**config.mk**
```make
export PLATFORM = sky130hd
export DESIGN_NAME = fp16_argmax_stream_flat
export DESIGN_NICKNAME = d
export VERILOG_FILES = /design/src/rtl/fp16_argmax_stream_if.sv /design/src/rtl/fp16_argmax_stream.sv /design/src/flat_wrapper.sv
export SDC_FILE = /design/constraint.sdc
export NUM_CORES = 1
export LEC_CHECK = 0
export CELL_PAD_IN_SITES_DETAIL_PLACEMENT = 0
export CELL_PAD_IN_SITES_GLOBAL_PLACEMENT = 2
export CORE_MARGIN = 1.5
export CORE_UTILIZATION = 31
export CTS_BUF_LIST = sky130_fd_sc_hd__clkbuf_16
export DETAILED_ROUTE_END_ITERATION = 6
export MAX_ROUTING_LAYER = met4
export PLACE_DENSITY_LB_ADDON = 0.1
export RECOVER_POWER = 100
export SYNTH_ARGS = -nofsm -noshare
export SYNTH_HDL_FRONTEND = slang
export SYNTH_SLANG_ARGS = --single-unit
```
**constraint.sdc**
```tcl
create_clock -name clk -period 2.72 [get_ports clk]
set_clock_uncertainty 0.15 [all_clocks]
set_input_delay 0.816 -clock clk [delete_from_list [all_inputs] [get_ports clk]]
set_output_delay 0.816 -clock clk [all_outputs]
set_load 0.01 [all_outputs]
```
**src/rtl/fp16_argmax_stream_if.sv**
```systemverilog
// Stream/result bundle for fp16_argmax_stream.
// master: upstream producer of beats and consumer of results.
// slave : the arg-max/arg-min reduction block itself.
interface fp16_argmax_stream_if #(
  parameter int IDX_W = 8
);
  logic             s_valid;
  logic             s_ready;
  logic [15:0]      s_data;
  logic             s_last;
  logic             find_min;
  logic             m_valid;
  logic             m_ready;
  logic [15:0]      m_value;
  logic [IDX_W-1:0] m_index;
  logic             m_nan;
  logic             m_overflow;

  modport master (
    output s_valid, s_data, s_last, find_min, m_ready,
    input  s_ready, m_valid, m_value, m_index, m_nan, m_overflow
  );

  modport slave (
    input  s_valid, s_data, s_last, find_min, m_ready,
    output s_ready, m_valid, m_value, m_index, m_nan, m_overflow
  );
endinterface

```
**src/rtl/fp16_argmax_stream.sv**
```systemverilog
// fp16_argmax_stream: streaming arg-max / arg-min over packets of fp16 beats.
// One result per packet (best value, 0-based beat index, NaN and index-overflow
// flags), registered and presented one cycle after the last beat.
// Build option: define FP16_ARGMAX_NAN_PROP_EN for NaN-propagate behaviour
// (first NaN wins, reported as canonical 16'h7E00). Default is NaN-skip.

// fp16 comparator: a versus b, exactly one flag set.
module fp16_cmp (
  input  logic [15:0] a,
  input  logic [15:0] b,
  output logic        lt,
  output logic        eq,
  output logic        gt,
  output logic        unord
);
  logic a_nan_s;
  logic b_nan_s;

  assign a_nan_s = (a[14:10] == 5'h1F) && (a[9:0] != 10'h000);
  assign b_nan_s = (b[14:10] == 5'h1F) && (b[9:0] != 10'h000);

  // Sign-magnitude ordering; +0 and -0 compare equal, NaN is unordered.
  always_comb begin
    lt    = 1'b0;
    eq    = 1'b0;
    gt    = 1'b0;
    unord = 1'b0;
    if (a_nan_s || b_nan_s) begin
      unord = 1'b1;
    end else if (((a[14:0] == 15'h0000) && (b[14:0] == 15'h0000)) || (a == b)) begin
      eq = 1'b1;
    end else if (a[15] != b[15]) begin
      gt = ~a[15];
      lt = a[15];
    end else if (a[15] == 1'b0) begin
      gt = (a[14:0] > b[14:0]);
      lt = (a[14:0] < b[14:0]);
    end else begin
      gt = (a[14:0] < b[14:0]);
      lt = (a[14:0] > b[14:0]);
    end
  end
endmodule

module fp16_argmax_stream #(
  parameter int IDX_W = 8
) (
  input logic                 clk,
  input logic                 rst,
  fp16_argmax_stream_if.slave bus
);
  typedef enum logic [1:0] {
    ST_FIRST = 2'd0,
    ST_ACC   = 2'd1,
    ST_OUT   = 2'd2
  } state_t;

  localparam logic [IDX_W-1:0] IDX_ZERO  = IDX_W'(1'b0);
  localparam logic [IDX_W-1:0] CNT_ONE   = IDX_W'(1'b1);
  localparam logic [15:0]      CANON_NAN = 16'h7E00;

  function automatic logic is_nan(input logic [15:0] v);
    return (v[14:10] == 5'h1F) && (v[9:0] != 10'h000);
  endfunction

  state_t           state_r;
  state_t           state_nxt_s;
  logic [15:0]      best_r;
  logic [IDX_W-1:0] best_idx_r;
  logic [IDX_W-1:0] cnt_r;
  logic             mode_r;
  logic             best_nan_r;
  logic             ovf_r;

  logic [15:0]      best_nxt_s;
  logic [IDX_W-1:0] idx_nxt_s;
  logic [IDX_W-1:0] cnt_nxt_s;
  logic             mode_nxt_s;
  logic             nan_nxt_s;
  logic             ovf_nxt_s;

  logic             m_valid_r;
  logic [15:0]      m_value_r;
  logic [IDX_W-1:0] m_index_r;
  logic             m_nan_r;
  logic             m_ovf_r;

  logic             s_ready_s;
  logic             accept_s;
  logic             in_nan_s;
  logic             better_s;
  logic             cmp_lt_s;
  logic             cmp_eq_s;
  logic             cmp_gt_s;
  logic             cmp_unord_s;

  assign s_ready_s = (state_r != ST_OUT) & ~rst;
  assign accept_s  = bus.s_valid & s_ready_s;
  assign in_nan_s  = is_nan(bus.s_data);

  fp16_cmp u_cmp (
    .a     (bus.s_data),
    .b     (best_r),
    .lt    (cmp_lt_s),
    .eq    (cmp_eq_s),
    .gt    (cmp_gt_s),
    .unord (cmp_unord_s)
  );

  // Strictly better beat in the packet's mode; ties keep the earliest index.
  always_comb begin
    better_s = 1'b0;
    if (mode_r) begin
      better_s = cmp_lt_s & ~cmp_eq_s;
    end else begin
      better_s = cmp_gt_s & ~cmp_eq_s;
    end
  end

  // Next running-best state for the beat currently on the input.
  always_comb begin
    best_nxt_s = best_r;
    idx_nxt_s  = best_idx_r;
    cnt_nxt_s  = cnt_r;
    mode_nxt_s = mode_r;
    nan_nxt_s  = best_nan_r;
    ovf_nxt_s  = ovf_r;
    if (state_r == ST_FIRST) begin
      idx_nxt_s  = IDX_ZERO;
      cnt_nxt_s  = CNT_ONE;
      mode_nxt_s = bus.find_min;
      nan_nxt_s  = in_nan_s;
      ovf_nxt_s  = 1'b0;
`ifdef FP16_ARGMAX_NAN_PROP_EN
      if (in_nan_s) begin
        best_nxt_s = CANON_NAN;
      end else begin
        best_nxt_s = bus.s_data;
      end
`else
      best_nxt_s = bus.s_data;
`endif
    end else begin
      cnt_nxt_s = cnt_r + CNT_ONE;
      // cnt is only zero inside a packet after it has wrapped past 2**IDX_W-1
      ovf_nxt_s = ovf_r | (cnt_r == IDX_ZERO);
`ifdef FP16_ARGMAX_NAN_PROP_EN
      if (best_nan_r) begin
        // a NaN already won; later beats are only counted
        best_nxt_s = best_r;
      end else if (cmp_unord_s) begin
        // best is never NaN here, so unordered means this beat is NaN
        best_nxt_s = CANON_NAN;
        idx_nxt_s  = cnt_r;
        nan_nxt_s  = 1'b1;
      end else if (better_s) begin
        best_nxt_s = bus.s_data;
        idx_nxt_s  = cnt_r;
      end else begin
        best_nxt_s = best_r;
      end
`else
      if (cmp_unord_s) begin
        if (in_nan_s) begin
          // NaN beats never displace anything
          best_nxt_s = best_r;
        end else begin
          // best is a leading NaN: first real number takes over
          best_nxt_s = bus.s_data;
          idx_nxt_s  = cnt_r;
          nan_nxt_s  = 1'b0;
        end
      end else if (better_s) begin
        best_nxt_s = bus.s_data;
        idx_nxt_s  = cnt_r;
      end else begin
        best_nxt_s = best_r;
      end
`endif
    end
  end

  // Packet FSM: FIRST -> ACC -> OUT -> FIRST.
  always_comb begin
    state_nxt_s = state_r;
    case (state_r)
      ST_FIRST: begin
        if (accept_s) begin
          state_nxt_s = bus.s_last ? ST_OUT : ST_ACC;
        end else begin
          state_nxt_s = ST_FIRST;
        end
      end
      ST_ACC: begin
        if (accept_s && bus.s_last) begin
          state_nxt_s = ST_OUT;
        end else begin
          state_nxt_s = ST_ACC;
        end
      end
      ST_OUT: begin
        if (bus.m_ready) begin
          state_nxt_s = ST_FIRST;
        end else begin
          state_nxt_s = ST_OUT;
        end
      end
      default: state_nxt_s = ST_FIRST;
    endcase
  end

  // FSM state register.
  always_ff @(posedge clk or posedge rst) begin
    if (rst) begin
      state_r <= ST_FIRST;
    end else begin
      state_r <= state_nxt_s;
    end
  end

  // Running best / counter registers, updated on every accepted beat.
  always_ff @(posedge clk or posedge rst) begin
    if (rst) begin
      best_r     <= 16'h0000;
      best_idx_r <= IDX_ZERO;
      cnt_r      <= IDX_ZERO;
      mode_r     <= 1'b0;
      best_nan_r <= 1'b0;
      ovf_r      <= 1'b0;
    end else if (accept_s) begin
      best_r     <= best_nxt_s;
      best_idx_r <= idx_nxt_s;
      cnt_r      <= cnt_nxt_s;
      mode_r     <= mode_nxt_s;
      best_nan_r <= nan_nxt_s;
      ovf_r      <= ovf_nxt_s;
    end else if ((state_r == ST_OUT) && bus.m_ready) begin
      best_nan_r <= 1'b0;
      ovf_r      <= 1'b0;
    end
  end

  // Result registers: loaded with the last beat folded in, held until taken.
  always_ff @(posedge clk or posedge rst) begin
    if (rst) begin
      m_valid_r <= 1'b0;
      m_value_r <= 16'h0000;
      m_index_r <= IDX_ZERO;
      m_nan_r   <= 1'b0;
      m_ovf_r   <= 1'b0;
    end else if (accept_s && bus.s_last) begin
      m_valid_r <= 1'b1;
      m_value_r <= nan_nxt_s ? CANON_NAN : best_nxt_s;
      m_index_r <= idx_nxt_s;
      m_nan_r   <= nan_nxt_s;
      m_ovf_r   <= ovf_nxt_s;
    end else if ((state_r == ST_OUT) && bus.m_ready) begin
      m_valid_r <= 1'b0;
    end
  end

  assign bus.s_ready    = s_ready_s;
  assign bus.m_valid    = m_valid_r;
  assign bus.m_value    = m_value_r;
  assign bus.m_index    = m_index_r;
  assign bus.m_nan      = m_nan_r;
  assign bus.m_overflow = m_ovf_r;
endmodule

```
**src/flat_wrapper.sv**
```systemverilog
// flat-port wrapper written by rule: the top's interface ports become plain ports
module fp16_argmax_stream_flat 
#(
  parameter int IDX_W = 8
)
  (clk, rst, bus_s_valid, bus_s_data, bus_s_last, bus_find_min, bus_m_ready, bus_s_ready, bus_m_valid, bus_m_value, bus_m_index, bus_m_nan, bus_m_overflow);
  fp16_argmax_stream_if #(.IDX_W(IDX_W)) bus_i ();
  input logic clk;
  input logic rst;
  input wire logic [$bits(bus_i.s_valid)-1:0] bus_s_valid;
  input wire logic [$bits(bus_i.s_data)-1:0] bus_s_data;
  input wire logic [$bits(bus_i.s_last)-1:0] bus_s_last;
  input wire logic [$bits(bus_i.find_min)-1:0] bus_find_min;
  input wire logic [$bits(bus_i.m_ready)-1:0] bus_m_ready;
  output wire logic [$bits(bus_i.s_ready)-1:0] bus_s_ready;
  output wire logic [$bits(bus_i.m_valid)-1:0] bus_m_valid;
  output wire logic [$bits(bus_i.m_value)-1:0] bus_m_value;
  output wire logic [$bits(bus_i.m_index)-1:0] bus_m_index;
  output wire logic [$bits(bus_i.m_nan)-1:0] bus_m_nan;
  output wire logic [$bits(bus_i.m_overflow)-1:0] bus_m_overflow;
  assign bus_i.s_valid = bus_s_valid;
  assign bus_i.s_data = bus_s_data;
  assign bus_i.s_last = bus_s_last;
  assign bus_i.find_min = bus_find_min;
  assign bus_i.m_ready = bus_m_ready;
  assign bus_s_ready = bus_i.s_ready;
  assign bus_m_valid = bus_i.m_valid;
  assign bus_m_value = bus_i.m_value;
  assign bus_m_index = bus_i.m_index;
  assign bus_m_nan = bus_i.m_nan;
  assign bus_m_overflow = bus_i.m_overflow;
  fp16_argmax_stream #(.IDX_W(IDX_W)) u_core (.clk(clk), .rst(rst), .bus(bus_i));
endmodule
```
# Yosys cells after proc, flatten, opt, wreduce, memory -nomap -nowiden
# Cells that the tools add are included.
[totals]
regBits = 64
word_cells = 81
out_inout_bits = 28
input_bits = 22
[op_classes]
bitwise = 8
n_lt_le_gt_ge = 2
n_eq_ne = 7
reduce_logical = 16
add_sub_neg = 1
muxes = 35
[ops]
columns = ["cell", "n"]
rows = [
  ["$mux W16", 5],
  ["$mux W8", 5],
  ["$logic_not A15 Y1", 2],
  ["$mux W1", 20],
  ["$reduce_bool A10 Y1", 2],
  ["$eq A16 B16 Y1", 1],
  ["$gt A15 B15 Y1", 1],
  ["$lt A15 B15 Y1", 1],
  ["$eq A5 B5 Y1 const B", 2],
  ["$add A8 B1 Y8 const B", 1],
  ["$logic_not A8 Y1", 1],
  ["$mux W2", 4],
  ["$pmux W2 S3", 1],
  ["$logic_and A1 B1 Y1", 5],
  ["$and A1 B1 Y1", 4],
  ["$reduce_bool A2 Y1", 2],
  ["$not A1 Y1", 3],
  ["$eq A2 B1 Y1 const B", 1],
  ["$eq A2 B2 Y1 const B", 1],
  ["$logic_not A2 Y1", 1],
  ["$logic_or A1 B1 Y1", 2],
  ["$ne A2 B2 Y1 const B", 1],
  ["$reduce_and A2 Y1", 1],
  ["$ne A1 B1 Y1", 1],
  ["$or A1 B1 Y1", 1],
]

# Longest topological paths before layout
# Gate-level depths: netlist of the first run.
[logic_depth]
ltp_word = 12
mapped_depth = 10

# Modules after synthesis
# A second synthesis of the first run with hierarchy kept.
[hier_totals]
hier_cells = 331
hier_area_um2 = 3464.6
[modules_own_cells]
columns = ["module", "instances", "area_each_um2", "cells_each"]
rows = [
  ["fp16_argmax_stream", 1, 2926.6, 251],
  ["fp16_cmp", 1, 538.0, 80],
]

# Worst setup path after synthesis of the first run
# No wires, ideal clock.
[synth_timing]
path_type = "input -> register"
from = "input bus_s_data[2]"
to = "register u_core.m_value_r[11], in the netlist u_core.bus.m_value[11]"
path_slack_ns = -0.375
stages = 9
arrival_ns = 2.809
n_path_buf = 1
path_cell_list = "ha_1 -> a21oi_1 -> a21oi_1 -> o21a_1 -> o41ai_1 -> a31oi_1 -> clkbuf_1 -> a2111oi_0 -> nor3_1"
[synth_between]
elab_chain_cells = 12
elab_cells_between_ends = 32
cone_classes = "order compare: 2; eq/ne: 1; mux: 20; bitwise: 3; reduce/logical: 6"
[synth_lines]
columns = ["element", "line", "source"]
rows = [
  ["start: declaration", "flat_wrapper.sv:11", "input wire logic [$bits(bus_i.s_data)-1:0] bus_s_data;"],
  ["branches (longest 11 deep; another with $gt A15 B15 Y1)", "n/a", ""],
  ["$mux W16 *", "fp16_argmax_stream.sv:253", "m_value_r <= nan_nxt_s ? CANON_NAN : best_nxt_s;"],
  ["end signal: assignment", "fp16_argmax_stream.sv:253", ""],
  ["end: declaration", "fp16_argmax_stream.sv:83", "logic [15:0] m_value_r;"],
]
# Mark *: on every way between the ends.
# A chain may end at the register's enable or synchronous reset.

# Worst setup path in the final report of the first run
[layout_timing]
from = "input bus_s_data[13]"
to = "register u_core.best_r[1]"
[layout_between]
elab_chain_cells = 11
elab_cells_between_ends = 28
cone_classes = "order compare: 2; eq/ne: 2; mux: 16; bitwise: 3; reduce/logical: 5"
[layout_lines]
columns = ["element", "line", "source"]
rows = [
  ["branches (longest 9 deep; another with $gt A15 B15 Y1)", "n/a", ""],
  ["$mux W16 *", "fp16_argmax_stream.sv:163", "if (cmp_unord_s) begin"],
  ["$mux W16 *", "fp16_argmax_stream.sv:128", "if (state_r == ST_FIRST) begin"],
  ["end signal: assignment", "fp16_argmax_stream.sv:231", "best_r <= best_nxt_s;"],
  ["end: declaration", "fp16_argmax_stream.sv:68", "logic [15:0] best_r;"],
]
# Marked as above.

==> out/qor.csv, run 1 <==
metric,value,unit
Post-Place Cell Area,0.00517,sq mm
Die Y,111,microns
crit path max fanout,6,
Post-synth ARST share,100,%
FILL cells,1082,
vias in the first global route,3793,
core area,0.0114,sq mm
Initial Util,31.9,%
Pins Over Slew Limit,0,
"Area growth, synth to finish",63.1,%
number of flops mapped to enable cells by yosys,0,
DRT Pass-1 Iters,4,
Sink Count,64,
period utilization,108,%
leakage power,2.59,nW
Main synth FF type,dfrtp_1,
r2r worst-path depth,12,
Setup crit start kind,input port,
Max Buffers Root-to-Sink,2,
DR WL/cell,18.3,microns
layout cell share with drive strength beyond 1,39.6,%
Crit path required time,2.80,ns
gp weighted congestion,0.870,
vias per cell,5.38,
Post-DP HPWL,8560,microns
violated checks,setup timing,
fin area,0.00594,sq mm
I/O pins,50,
final worst slack,-0.213,ns
Hold Fails Final Rpt,0,
Crit Path Category,in -> reg,
final setup fails,45,
CTS Buf Count,9,
drt total wl,12200,microns
GRT overflow,0,
Yosys cell types,54,
YS warnings,0,
Die ar.,0.0124,sq mm
pin count of the biggest net entering global routing,34,
P per Cell Area,1010,mW/mm^2
"antenna viol nets, final",0,
mapped cell area,0.00364,sq mm
syn avg cell area,9.63,sq um
Placement Setup Slack,-1.07,ns
Remaining DRCs,0,
hold path depth,1,
first-pass GRT wire length,20500,microns
Post-layout nets,559,
setup TNS,-5.45,ns
CP Cell Sequence,buf_6 > ha_4 > nand4_1 > buf_4 > o21bai_4 > nor4b_4 > a22o_4 > o31ai_4 > o21ai_4 > buf_12 > mux2_4,
clock tree root buffer cell,clkbuf_16,
Synth Register Bits,64,
worst-margin pin slew,0.673,ns
sequential share of the synthesized area,44.0,%
CP peak stage delay,0.29,ns
DR vias,3596,
Crit path depth,11,
CTS tree,yes,
Setup crit end kind,register,
GRT Util Overall,21.7,%
First DRT Iteration DRCs,156,
status,finished with violations,
max-cap viol count,0,
Hold Slack,0.319,ns
Slowest cell on crit path,o31ai_4,
Clock transition at path regs,0.06,ns
Peak VDD IR,0.403,mV
Worst path top cell family by delay,compound AO/OA/AOI/OAI gates,
unrepaired setup endpoints after global routing,yes,
diode count,0,
Slew headroom,55.2,%
Syn Nets,417,
achievable frequency,0.341,GHz
IO Port Bufs,49,
H-tree depth,3,
cells after synthesis,378,
clk_lat worst skew,0.34,ns
critical path data arrival time,3.01,ns
Final min period,2.93,ns
crit path buf inv count,3,
Rows,39,
initial antenna violation count,0,
DIE WIDTH,111,microns
min-delay worst type,reg -> reg,
==> per-stage QoR <==
| stage | util [%] | instances | power, mW |
|---|---|---|---|
| after detailed placement | 45.3 | 633 | 4.29 |
| after global routing | 52.0 | 668 | 6.37 |
| after floorplan | - | 378 | 2.88 |
| after global placement | 45.3 | 633 | 4.25 |
| after CTS | 51.4 | 664 | 5.93 |
| final | 52.0 | 668 | 5.97 |
==> final cells by class <==
class | instances | area (sq um) | area share [%]
Timing Repair Buffer | 157 | 1410 | 23.8
Sequential cell | 64 | 1600 | 27.0
Clock buffer | 9 | 225 | 3.79
Multi-Input combinational cell | 270 | 2420 | 40.8
Tap cell | 143 | 179 | 3.01
Inverter | 18 | 67.6 | 1.14
Clock inverter | 7 | 31.3 | 0.527
==> worst reg2reg max path, stage by stage (launching register included) <==
cell       delay, ns
dfrtp_1         0.38
buf_4           0.14
nor4_4          0.22
buf_4           0.15
nand4_1         0.14
and3_4          0.20
buf_6           0.12
a2111oi_4       0.35
a31oi_1         0.14
buf_4           0.19
buf_6           0.14
a2111oi_4       0.32
nor3_2          0.08
==> repair_timing <==
action | CTS | global route
hold buffers | 0 | 0
resized for setup | 140 | 19
cloned | 0 | 1
setup buffers | 16 | 5
pin swaps | 50 | 28
setup endpoints to repair | 51 | 48
==> metal layers <==
metal	track usage (%)	vias up	part of all wire [%]
met5	-	-	0
met2	36.5	46	51
met1	27.1	1821	46
met4	7.09	0	1.8
li1	-	1714	-
met3	2.89	15	1.8
==> synth_stat cells (2+ instances only) <==
master     count  area (sq um)
xnor2_1        2          17.5
o211ai_1      12          90.1
a221o_1        6          60.1
ha_1          17           213
nor2b_1        2          12.5
and3_1        14          87.6
nand3_1       28           140
mux2_1         2          22.5
a32o_1         8          80.1
o31ai_1        3          22.5
inv_1         18          67.6
buf_6          2          22.5
nand2_1       30           113
a2111oi_0      5          43.8
nor4_1         9          56.3
o2111ai_1     12           105
mux2_4         3          45.0
a21oi_1       14          70.1
nor3_1        15          75.1
and2_1         3          18.8
nor2_1        18          67.6
mux2_2        10           113
nand2b_1       2          12.5
clkbuf_1      20          75.1
buf_1          2          7.51
dfrtp_1       64          1600
o21ai_0       21           105
a41oi_1        2          17.5
a31oi_1        4          25.0
nand4_1        6          37.5
==> cell families after synthesis <==
group	synth area share [%]
muxes	4.95
DFF	44.0
adders and majority gates	5.84
buffers and inverters	5.02
AOI/OAI and AO/OA	20.8
and+or+nand+nor	18.7
xor gates and xnor gates	0.722
==> flip-flops by register name, indices dropped and copies added, names as in the netlist <==
register / count
u_core.mode_r: 1
u_core.best_r: 16
u_core.bus.m_overflow: 1
u_core.bus.m_index: 8
u_core.cnt_r: 8
u_core.best_idx_r: 8
u_core.bus.m_valid: 1
u_core.ovf_r: 1
u_core.best_nan_r: 1
u_core.bus.m_value: 16
u_core.state_r: 2
u_core.bus.m_nan: 1
==> layout by cell type, fill, tap and decap left out, types with 5 or more instances in the layout <==
master and n:
a221o_1 6, nand4_1 6, buf_4 76, buf_12 5, nor4_1 7, nor3_2 6, inv_1 17, o2111ai_1 10
dfrtp_1 63, o21ai_0 19, ha_4 13, clkbuf_16 10, mux2_4 15, a32o_1 8, o211ai_1 12, a21oi_1 9
buf_6 21, nor2_1 16, nand3_1 26, a2111oi_4 6, nor3_1 8, nand2_1 28, dlygate4sd3_1 28, buf_2 8
and3_1 13
==> report_power, final <==
group	internal [mW]	switching, mW
registers	1.27	0.235
logic	1.80	1.62
clock network	0.599	0.447
==> path summary, 6_finish.rpt <==
kind / startpoint / to / slack, ns
hold / removal: u_core.bus.m_value[13]$_DFFE_PP0P_ / u_core.bus.m_value[13]$_DFFE_PP0P_ / 0.32
max in group asynchronous: rst / u_core.best_r[10]$_DFFE_PP0P_ / 0.30
setup / recovery: bus_s_data[13] / u_core.best_r[1]$_DFFE_PP0P_ / -0.21
setup reg to reg: u_core.best_r[2]$_DFFE_PP0P_ / u_core.bus.m_value[9]$_DFFE_PP0P_ / -0.12
hold reg to reg: u_core.bus.m_value[13]$_DFFE_PP0P_ / u_core.bus.m_value[13]$_DFFE_PP0P_ / 0.32
min in group asynchronous: rst / u_core.bus.m_value[2]$_DFFE_PP0P_ / 1.01
(Power assumes the default switching activity.)
==> run 2: changes to the inputs <==
--- a/config.mk
+++ b/config.mk
@@ -12,7 +12,7 @@
 export CTS_BUF_LIST = sky130_fd_sc_hd__clkbuf_16
 export DETAILED_ROUTE_END_ITERATION = 6
 export MAX_ROUTING_LAYER = met4
-export PLACE_DENSITY_LB_ADDON = 0.1
+export PLACE_DENSITY_LB_ADDON = 0.3
 export RECOVER_POWER = 100
 export SYNTH_ARGS = -nofsm -noshare
 export SYNTH_HDL_FRONTEND = slang
==> constraint.sdc (replaced) <==
create_clock -name clk -period 2.72 [get_ports clk]
set_clock_uncertainty 0.15 [all_clocks]
set_input_delay 0.544 -clock clk [delete_from_list [all_inputs] [get_ports clk]]
set_output_delay 0.544 -clock clk [all_outputs]
set_load 0.01 [all_outputs]
==> run 2 against run 1 <==
- the run ends with capacitance limit, slew limit, setup timing left
- critical path depth shrank 1
- first-iteration DRC count fell by 8.3%
- maximum frequency is 3.6% higher
- register-to-register slack improved by 0.03 ns
- combinational power down 16%
- die area unchanged
- total power shrank 7.5%
- wire length shrank 6.6%
- via count is 3.4% lower
- critical endpoint is now u_core.best_r[3]$_DFFE_PP0P_
- largest cell class unchanged
==> out/qor.csv, run 2 (same netlist as run 1, synthesis figures left out) <==
metric,value,unit,change
core area,0.0114,sq mm,unchanged
First DRT Iteration DRCs,143,,-8.3%
Placement Setup Slack,-0.784,ns,+0.282 ns
DR WL/cell,17.8,microns,-2.8%
DRT Pass-1 Iters,4,,unchanged
Crit Path Category,in -> reg,,
FILL cells,1098,,+1.5%
sw frac,38.2,%,-0.33 points
Rows,39,,unchanged
end of the worst hold path,u_core.bus.m_valid$_DFFE_PP0P_,,
initial antenna violation count,0,,unchanged
Post-DP HPWL,7600,microns,-11%
pin count of the biggest net entering global routing,65,,+91%
Hold Fails Final Rpt,0,,unchanged
layout cell share with drive strength beyond 1,33.9,%,-5.8 points
vias per cell,5.41,,+0.52%
status,finished with violations,,
hold path depth,2,,+1
most frequent cells in the layout,"buf_4 (70), dfrtp_1 (64), nand2_1 (30), dlygate4sd3_1 (28), nand3_1 (27)",,
first-pass GRT wire length,18000,microns,-12%
vias in the first global route,3433,,-9.5%
H-tree depth,3,,unchanged
Design Power,5.53,mW,-7.5%
Slew headroom,-9.61,%,-65 points
Sequential Power Share,27.7,%,+2.4 points
Peak VDD IR,0.431,mV,+7.2%
gp weighted congestion,0.812,,-6.7%
leakage power,2.43,nW,-6.3%
achievable frequency,0.353,GHz,+3.6%
Reg2Reg Setup Slack,-0.09,ns,+0.03 ns
Post-Place Cell Area,0.00491,sq mm,-5.2%
CTS tree,yes,,
crit path max fanout,8,,+2
Logic pwr share,51.8,%,-5.4 points
min-delay worst type,reg -> reg,,
"commonest non-fill, non-tap cell in the layout",buf_4,,
placed insts,614,,-3.0%
fin area,0.00556,sq mm,-6.4%
final setup fails,25,,-44%
"Area growth, synth to finish",52.6,%,
final core utilization,48.7,%,-3.3 points
Die ar.,0.0124,sq mm,unchanged
IO Port Bufs,49,,unchanged
GRT Util Overall,19.2,%,-2.4 points
Setup crit end kind,register,,
period utilization,104,%,-3.7 points
Pins Over Slew Limit,65,,+65
Die Y,111,microns,unchanged
Remaining DRCs,0,,unchanged
DIE WIDTH,111,microns,unchanged
cell internal pwr,3.41,mW,-7.0%
critical path data arrival time,2.91,ns,-0.10 ns
unrepaired setup endpoints after global routing,yes,,
Hold Slack,0.325,ns,+0.00682 ns
worst-margin pin slew,1.64,ns,+0.972 ns
max-cap viol count,1,,+1
GRT overflow,0,,unchanged
drt total wl,11400,microns,-6.6%
Worst Setup SP,bus_s_data[8],,
clock tree root buffer cell,clkbuf_16,,
I/O pins,50,,unchanged
final worst slack,-0.111,ns,+0.101 ns
setup TNS,-1.68,ns,+3.78 ns
violated checks,"capacitance limit, slew limit, setup timing",,
Final min period,2.83,ns,-0.101 ns
diode count,0,,unchanged
"antenna viol nets, final",0,,unchanged
Setup crit start kind,input port,,
Max Buffers Root-to-Sink,2,,unchanged
hold path start,u_core.bus.m_valid$_DFFE_PP0P_,,
P_sw,2.11,mW,-8.3%
RR Startpoint,u_core.best_r[12]$_DFFE_PP0P_,,
fin cells,642,,-3.9%
Clock transition at path regs,0.05,ns,about the same
DR vias,3474,,-3.4%
Clk pwr share,20.5,%,+3.0 points
Crit path required time,2.80,ns,about the same
CTS Buf Count,9,,unchanged
Initial Util,31.9,%,unchanged
r2r worst-path depth,11,,-1
Sink Count,64,,unchanged
clk_lat worst skew,0.34,ns,about the same
r2r endpoint,u_core.best_r[3]$_DFFE_PP0P_,,
Post-layout nets,533,,-4.7%
P per Cell Area,995,mW/mm^2,-1.1%
==> run 2: changes by cell type in the layout (fill, tap and decap cells not counted), sizes merged <==
cell           change
buf               -36
inv                -2
clkbuf             -2
bufinv             +1
dlygate4sd2        +8
clkinvlp           +1
clkdlybuf4s50      +2
clkdlybuf4s15      +2
==> run 2: cell type report <==
| cell class | instances | area, sq um | share of cell area (%) |
|---|---|---|---|
| multi-input combinational | 270 | 2320 | 41.7 |
| sequential | 64 | 1600 | 28.8 |
| timing repair buffer | 131 | 1100 | 19.8 |
| clock buffer | 9 | 225 | 4.05 |
| tap | 143 | 179 | 3.22 |
| inverter | 18 | 67.6 | 1.22 |
| clock inverter | 7 | 62.6 | 1.13 |
==> run 2: critical path, cell delays in order <==
cell and delay, ns:
dlygate4sd2_1 0.29, ha_1 0.32, a21oi_2 0.19, nor3_4 0.08, buf_4 0.15, o41a_1 0.42
o31ai_4 0.32, o21ai_4 0.11, buf_6 0.17, mux2_4 0.30
==> run 2: worst max-delay path by stage <==
stage                                         end  slack, ns  cells past startpoint
floorplan           u_core.best_r[10]$_DFFE_PP0P_     0.0003                      9
global placement    u_core.best_r[14]$_DFFE_PP0P_      -0.75                     11
detailed placement   u_core.best_r[1]$_DFFE_PP0P_      -0.78                     11
CTS                 u_core.best_r[11]$_DFFE_PP0P_      -0.15                     10
global route        u_core.best_r[14]$_DFFE_PP0P_      -0.21                     11
finish               u_core.best_r[3]$_DFFE_PP0P_      -0.11                     10
==> run 2: per-layer routing <==
metal	share of wire, %	global-route usage, %	vias to the layer above
met3	3.5	4.25	19
met1	45	23.7	1715
li1	-	-	1676
met2	50	31.0	64
met4	1.9	7.17	0
met5	0	-	-
==> run 2: power groups by stage <==
stage	clock network [mW]	logic (mW)	registers, mW
6_report	1.14	2.86	1.53
3_3_place_gp	0	2.47	1.52
5_1_grt	1.21	3.12	1.58
2_1_floorplan	0	1.23	1.56
4_1_cts	1.17	2.66	1.53
3_5_place_dp	0	2.49	1.54
==> run 2: what timing repair did <==
item,in CTS,in global routing
hold buffers,0,0
pin swaps,22,24
endpoints found under the setup margin,49,48
endpoints found under the hold margin,0,0
buffers inserted,7,8
gates cloned,1,1
resized for setup,50,46
